### src/rtl/rr_mux_nbit_x4_pkg.sv
`default_nettype none
// ============================================================================
// Module  : mux_pkg
// Brief   : Shared constants and round-robin pick helper for the 4-to-1 merger
// Revision: 1.0
// ============================================================================
package mux_pkg;

  localparam int NUM_CH = 4;
  localparam int SEL_W  = 2;

  typedef struct packed {
    logic             found;
    logic [SEL_W-1:0] idx;
  } pick_t;

  // Walk downward so the candidate closest to ptr is the last one written.
  function automatic pick_t rr_pick(input logic [NUM_CH-1:0] req,
                                    input logic [SEL_W-1:0]  ptr);
    pick_t            r_res;
    logic [SEL_W-1:0] w_i;
    r_res = '0;
    for (int k = NUM_CH - 1; k >= 0; k--) begin
      w_i = ptr + SEL_W'(k);
      if (req[w_i]) begin
        r_res.found = 1'b1;
        r_res.idx   = w_i;
      end
    end
    return r_res;
  endfunction

endpackage
`default_nettype wire

### src/rtl/rr_mux_nbit_x4_if.sv
`default_nettype none
// ============================================================================
// Module  : rr_mux_nbit_x4_if
// Brief   : Four input streams plus the merged output stream and counter
// Revision: 1.0
// ============================================================================
interface rr_mux_nbit_x4_if #(
  parameter int BUS_WIDTH = 8,
  parameter int CNT_WIDTH = 16
);
  import mux_pkg::*;

  logic [BUS_WIDTH-1:0] a;
  logic [BUS_WIDTH-1:0] b;
  logic [BUS_WIDTH-1:0] c;
  logic [BUS_WIDTH-1:0] d;
  logic [NUM_CH-1:0]    in_valid;
  logic [NUM_CH-1:0]    in_ready;
  logic [BUS_WIDTH-1:0] y;
  logic [SEL_W-1:0]     out_sel;
  logic                 out_valid;
  logic                 out_ready;
  logic [CNT_WIDTH-1:0] xfer_count;

  modport master (
    output a, b, c, d, in_valid, out_ready,
    input  in_ready, y, out_sel, out_valid, xfer_count
  );

  modport slave (
    input  a, b, c, d, in_valid, out_ready,
    output in_ready, y, out_sel, out_valid, xfer_count
  );

endinterface
`default_nettype wire

### src/rtl/rr_mux_nbit_x4_arbiter.sv
`default_nettype none
// ============================================================================
// Module  : rr_arbiter_x4
// Brief   : Combinational round-robin grant from request vector and pointer
// Revision: 1.0
// ============================================================================
module rr_arbiter_x4
  import mux_pkg::*;
(
  input  wire logic [NUM_CH-1:0] i_req,
  input  wire logic [SEL_W-1:0]  i_ptr,
  output logic                   o_found,
  output logic [SEL_W-1:0]       o_idx
);

  pick_t w_pick;

  assign w_pick  = rr_pick(i_req, i_ptr);
  assign o_found = w_pick.found;
  assign o_idx   = w_pick.idx;

endmodule
`default_nettype wire

### src/rtl/rr_mux_nbit_x4.sv
`default_nettype none
// ============================================================================
// Module  : rr_mux_nbit_x4
// Brief   : Round-robin 4-to-1 stream merger with registered output and count
// Revision: 1.0
// ============================================================================
module rr_mux_nbit_x4
  import mux_pkg::*;
#(
  parameter int BUS_WIDTH = 8,
  parameter int CNT_WIDTH = 16
) (
  input  wire logic       clk,
  input  wire logic       reset,
  rr_mux_nbit_x4_if.slave bus
);

  logic [SEL_W-1:0]     r_ptr;
  logic [BUS_WIDTH-1:0] r_y;
  logic [SEL_W-1:0]     r_sel;
  logic                 r_valid;
  logic [CNT_WIDTH-1:0] r_count;

  logic                 w_load;
  logic                 w_found;
  logic [SEL_W-1:0]     w_idx;
  logic [BUS_WIDTH-1:0] w_data;
  logic [NUM_CH-1:0]    w_ready;

  rr_arbiter_x4 u_arb (
    .i_req   (bus.in_valid),
    .i_ptr   (r_ptr),
    .o_found (w_found),
    .o_idx   (w_idx)
  );

  // Output slot is free when empty or being drained this cycle.
  assign w_load = !r_valid || bus.out_ready;

  always_comb begin
    w_ready = '0;
    if (!reset && w_found && w_load) begin
      w_ready[w_idx] = 1'b1;
    end
  end

  always_comb begin
    w_data = bus.a;
    case (w_idx)
      2'd0:    w_data = bus.a;
      2'd1:    w_data = bus.b;
      2'd2:    w_data = bus.c;
      default: w_data = bus.d;
    endcase
  end

  always_ff @(posedge clk) begin
    if (reset) begin
      r_ptr   <= '0;
      r_y     <= '0;
      r_sel   <= '0;
      r_valid <= 1'b0;
      r_count <= '0;
    end else begin
      if (w_load) begin
        if (w_found) begin
          r_y     <= w_data;
          r_sel   <= w_idx;
          r_valid <= 1'b1;
          r_ptr   <= w_idx + 1'b1;
        end else begin
          r_valid <= 1'b0;
        end
      end
      if (r_valid && bus.out_ready) begin
        r_count <= r_count + 1'b1;
      end
    end
  end

  assign bus.in_ready   = w_ready;
  assign bus.y          = r_y;
  assign bus.out_sel    = r_sel;
  assign bus.out_valid  = r_valid;
  assign bus.xfer_count = r_count;

endmodule
`default_nettype wire

### src/flat_wrapper.sv
// flat-port wrapper written by rule: the top's interface ports become plain ports
module rr_mux_nbit_x4_flat import mux_pkg::*;
#(
  parameter int BUS_WIDTH = 8,
  parameter int CNT_WIDTH = 16
)
  (clk, reset, bus_a, bus_b, bus_c, bus_d, bus_in_valid, bus_out_ready, bus_in_ready, bus_y, bus_out_sel, bus_out_valid, bus_xfer_count);
  rr_mux_nbit_x4_if #(.BUS_WIDTH(BUS_WIDTH), .CNT_WIDTH(CNT_WIDTH)) bus_i ();
  input  wire logic clk;
  input  wire logic reset;
  input wire logic [$bits(bus_i.a)-1:0] bus_a;
  input wire logic [$bits(bus_i.b)-1:0] bus_b;
  input wire logic [$bits(bus_i.c)-1:0] bus_c;
  input wire logic [$bits(bus_i.d)-1:0] bus_d;
  input wire logic [$bits(bus_i.in_valid)-1:0] bus_in_valid;
  input wire logic [$bits(bus_i.out_ready)-1:0] bus_out_ready;
  output wire logic [$bits(bus_i.in_ready)-1:0] bus_in_ready;
  output wire logic [$bits(bus_i.y)-1:0] bus_y;
  output wire logic [$bits(bus_i.out_sel)-1:0] bus_out_sel;
  output wire logic [$bits(bus_i.out_valid)-1:0] bus_out_valid;
  output wire logic [$bits(bus_i.xfer_count)-1:0] bus_xfer_count;
  assign bus_i.a = bus_a;
  assign bus_i.b = bus_b;
  assign bus_i.c = bus_c;
  assign bus_i.d = bus_d;
  assign bus_i.in_valid = bus_in_valid;
  assign bus_i.out_ready = bus_out_ready;
  assign bus_in_ready = bus_i.in_ready;
  assign bus_y = bus_i.y;
  assign bus_out_sel = bus_i.out_sel;
  assign bus_out_valid = bus_i.out_valid;
  assign bus_xfer_count = bus_i.xfer_count;
  rr_mux_nbit_x4 #(.BUS_WIDTH(BUS_WIDTH), .CNT_WIDTH(CNT_WIDTH)) u_core (.clk(clk), .reset(reset), .bus(bus_i));
endmodule
### config.mk
export PLATFORM = sky130hd
export DESIGN_NAME = rr_mux_nbit_x4_flat
export DESIGN_NICKNAME = d
export VERILOG_FILES = /design/src/rtl/rr_mux_nbit_x4_pkg.sv /design/src/rtl/rr_mux_nbit_x4_if.sv /design/src/rtl/rr_mux_nbit_x4_arbiter.sv /design/src/rtl/rr_mux_nbit_x4.sv /design/src/flat_wrapper.sv
export SDC_FILE = /design/constraint.sdc
export NUM_CORES = 1
export LEC_CHECK = 0
export CAP_MARGIN = 20
export CORE_ASPECT_RATIO = 0.6
export CORE_MARGIN = 4
export CORE_UTILIZATION = 41
export DETAILED_ROUTE_END_ITERATION = 8
export PLACE_DENSITY = 0.89
export SYNTH_ARGS = -nofsm -noshare
export SYNTH_HDL_FRONTEND = slang
export SYNTH_SLANG_ARGS = --single-unit
### constraint.sdc
create_clock -name clk -period 2.6 [get_ports clk]
set_input_delay 0.52 -clock clk [delete_from_list [all_inputs] [get_ports clk]]
set_output_delay 0.52 -clock clk [all_outputs]
set_load 0.02 [all_outputs]
==> flow_metrics.env <==
export IMPL_fin_skew_ns=0.0103
export IMPL_critPathSlowestCell="dlygate4sd2_1"
export IMPL_ios=70
export IMPL_min_period_over_period_pct=95.2
export IMPL_worst_path_buf_inv=5
export IMPL_rsz0062_at_grt="no"
export IMPL_drt_wl_total_mm=4.74
export IMPL_gp_congestion=0.847
export IMPL_track_usage_pct=20.1
export IMPL_ys_top_cells_by_area="dfxtp_1, a21oi_1, a221o_1"
export IMPL_synthMuxAreaShare_pct=0.651
export IMPL_vias=1686
export IMPL_crit_cells=10
export IMPL_synth_ff_type="dfxtp_1"
export IMPL_antenna_found_initial=0
export IMPL_max_slew_margin_rel_pct=63.0
export IMPL_ys_ff_latch=29
export IMPL_yosys_area_share_xor_xnor_pct=5.13
export IMPL_core_sq_um=3420
export IMPL_synth_adder_area_share_pct=4.89
export IMPL_seq_power_share_pct=36.6
export IMPL_grt_pass1_vias=1645
export IMPL_arrival_ns=1.95
export IMPL_ys_warn_count=0
export IMPL_p_clk_share_pct=35.7
export IMPL_synthArstFlopShare_pct=0
export IMPL_maxCapViolations=0
export IMPL_ir_worst_vdd_v=0.000410
export IMPL_layoutNonFillerInstCount=316
export IMPL_fmax_mhz=404
export IMPL_cp_start_kind="primary input"
export IMPL_place_hpwl_mm=3.37
export IMPL_ys_types=32
export IMPL_switching_share_pct=27.6
export IMPL_synth_nets=239
export IMPL_powerDensity_nw_per_um2=550
export IMPL_intPower_mw=0.983
export IMPL_criticalPathCategory="primary input to output port"
export IMPL_rows=16
export IMPL_slowest_delay_ns=0.25
export IMPL_synth_top_cell_area_share_pct=37.8
export IMPL_path_clk_slew_ns=0.06
export IMPL_leakagePower_nw=0.941
export IMPL_critPathTopFamily="buffers and inverters"
export IMPL_insertedDiodeCount=0
export IMPL_status="completed"
export IMPL_dieArea_sq_um=4820
export IMPL_combPwrFrac_pct=27.6
export IMPL_worstSkewPairLatency_ns=0.29
export IMPL_hold_depth=2
export IMPL_synth_most_common_cell="a21oi_1"
export IMPL_start_util_pct=44.9
export IMPL_tritoncts="done"
export IMPL_dieHeight_um=55.4
export IMPL_power_switching_mw=0.375
export IMPL_syn_inst=194
export IMPL_end_kind="output port"
export IMPL_fin_util_pct=72.1
export IMPL_drt_vias_per_instance=5.34
export IMPL_synth_simple_gate_area_share_pct=23.0
export IMPL_drive_above_1_share_pct=11.8
export IMPL_synth_compound_gate_area_share_pct=22.3
export IMPL_worstPathRequired_ns=2.08
export IMPL_cp_max_fo=4
export IMPL_r2r_cells=8
export IMPL_drc=0
export IMPL_nets=315
export IMPL_clockBufferDepth=2
export IMPL_grt_max_degree=30
export IMPL_grt_pass1_wl_mm=7.62
export IMPL_worstMarginPinSlew_ns=0.555
export IMPL_cts_buffers_inserted=5
export IMPL_hold_viol=0
export IMPL_fin_crit_ns=2.47
export IMPL_die_w_um=87.0
export IMPL_synth_edf_count=0
export IMPL_dp_cells=307
export IMPL_cts_num_sinks=29
export IMPL_ant_nets=0
export IMPL_yosys_top_cells_count="a21oi_1, dfxtp_1, nand2_1, nor2_1, inv_1"
export IMPL_htreeDepth=2
export IMPL_crit_path_frequent_cell="buf_4"
export IMPL_ys_seq_area_share_pct=37.8
export IMPL_dr_first_iter_drc_count=83
export IMPL_io_buffers=69
export IMPL_drt_first_pass_iters=4
export IMPL_avgSynthCellArea_sq_um=7.92
export IMPL_synth_top_family_by_area="simple AND/OR/NAND/NOR gates"
export IMPL_path_cells="dlygate4sd2_1 > buf_6 > mux2i_1 > nor2_1 > nor3_1 > buf_4 > inv_1 > ha_1 > and2_1 > buf_4"
export IMPL_overflow=0
export IMPL_area_growth_pct=60.6
export IMPL_cts_root_buf="clkbuf_8"
export IMPL_slew_violations=0
export IMPL_wire_per_inst_um=15.0
export IMPL_min_path_type="flop to flop"
export IMPL_syn_area_sq_um=1540
export IMPL_yosysTopAreaCell="dfxtp_1"
export IMPL_setup_viol=0
## path summary, 6_finish.rpt
check	end	slack (ns)	from
worst min-delay path	u_core.bus.y[3]	0.46	u_core.bus.y[3]
worst max-delay path	bus_in_ready[0]	0.13	bus_in_valid[0]
worst max register to register	u_core.bus.y[5]	0.37	u_core.r_ptr[1]
worst min register to register	u_core.bus.y[3]	0.46	u_core.bus.y[3]
## cell usage in the layout (no fill, tap or decap), types with 2 or more instances in the layout
cell type,synthesis,final
clkdlybuf4s50_1,0,61
a21oi_1,30,29
dfxtp_1,29,29
nand2_1,20,20
inv_1,13,13
nor2_1,14,13
buf_4,0,12
a22oi_1,8,8
a221o_1,8,8
and2_1,6,6
xor2_1,6,6
o21ai_0,6,6
clkbuf_8,0,6
or3_1,5,5
nand4_1,5,5
ha_1,6,5
nand3_1,4,4
dlygate4sd2_1,0,4
nor3_1,3,3
xnor2_1,3,3
nor2b_1,2,2
or4_1,2,2
and4_1,2,2
buf_6,0,2
## power by group through the flow
stage	registers, mW	logic [mW]	clock network [mW]
floorplan	0.530	0.159	0
global placement	0.505	0.358	0
detailed placement	0.506	0.363	0
CTS	0.497	0.374	0.493
global route	0.501	0.406	0.513
finish	0.497	0.375	0.485
## state kept, by name (all words and copies together) (netlist names)
name / count
u_core.bus.xfer_count: 16
u_core.bus.y: 8
u_core.bus.out_sel: 2
u_core.r_ptr: 2
u_core.bus.out_valid: 1
## cell type report
cell class / count / area (sq um)
Timing Repair Buffer: 81 / 774
Tap cell: 45 / 56.3
Clock inverter: 1 / 30.0
Clock buffer: 7 / 86.3
Inverter: 13 / 48.8
Multi-Input combinational cell: 140 / 891
Sequential cell: 29 / 581
Fill cell: 274 / 956
## tightest hold or removal path, cell delays in order, from the launching register on
cell and delay, ns:
dfxtp_1 0.31, nand2_1 0.05, a21oi_1 0.05
## layer usage
| metal | track usage [%] | vias to the layer above | part of all wire (%) |
|---|---|---|---|
| met5 | 0 | - | 0 |
| met4 | 10.0 | 0 | 3.2 |
| met3 | 6.09 | 17 | 7.9 |
| met2 | 30.7 | 59 | 44 |
| met1 | 25.4 | 772 | 45 |
| li1 | - | 838 | - |
## stage by stage
step           cell area (sq um)  power [mW]  hold WS, ns  setup WS (ns)  TNS (ns)
3_5_place_dp                2320       0.869        0.450         -0.490     -3.35
2_1_floorplan               1540       0.689        0.530          0.264         0
3_3_place_gp                2320       0.862        0.439         -0.412     -2.70
6_report                    2470        1.36        0.456          0.126         0
4_1_cts                     2470        1.36        0.458          0.138         0
5_1_grt                     2470        1.42        0.478         0.0344         0
## repair_timing
action / 4_1_cts / 5_1_grt
endpoints found under the hold margin: 0 / 0
setup buffers: 1 / 0
setup endpoints to repair: 5 / 0
hold buffers: 0 / 0
gates resized for setup: 29 / 0
## cell families after synthesis
group	Yosys count
AND/OR/NAND/NOR	69
multiplexers	1
flip-flops	29
buffers and inverters	25
AO/OA/AOI/OAI	55
XOR/XNOR	9
adder cells (fa/ha/maj)	6
(Power assumes the default switching activity.)
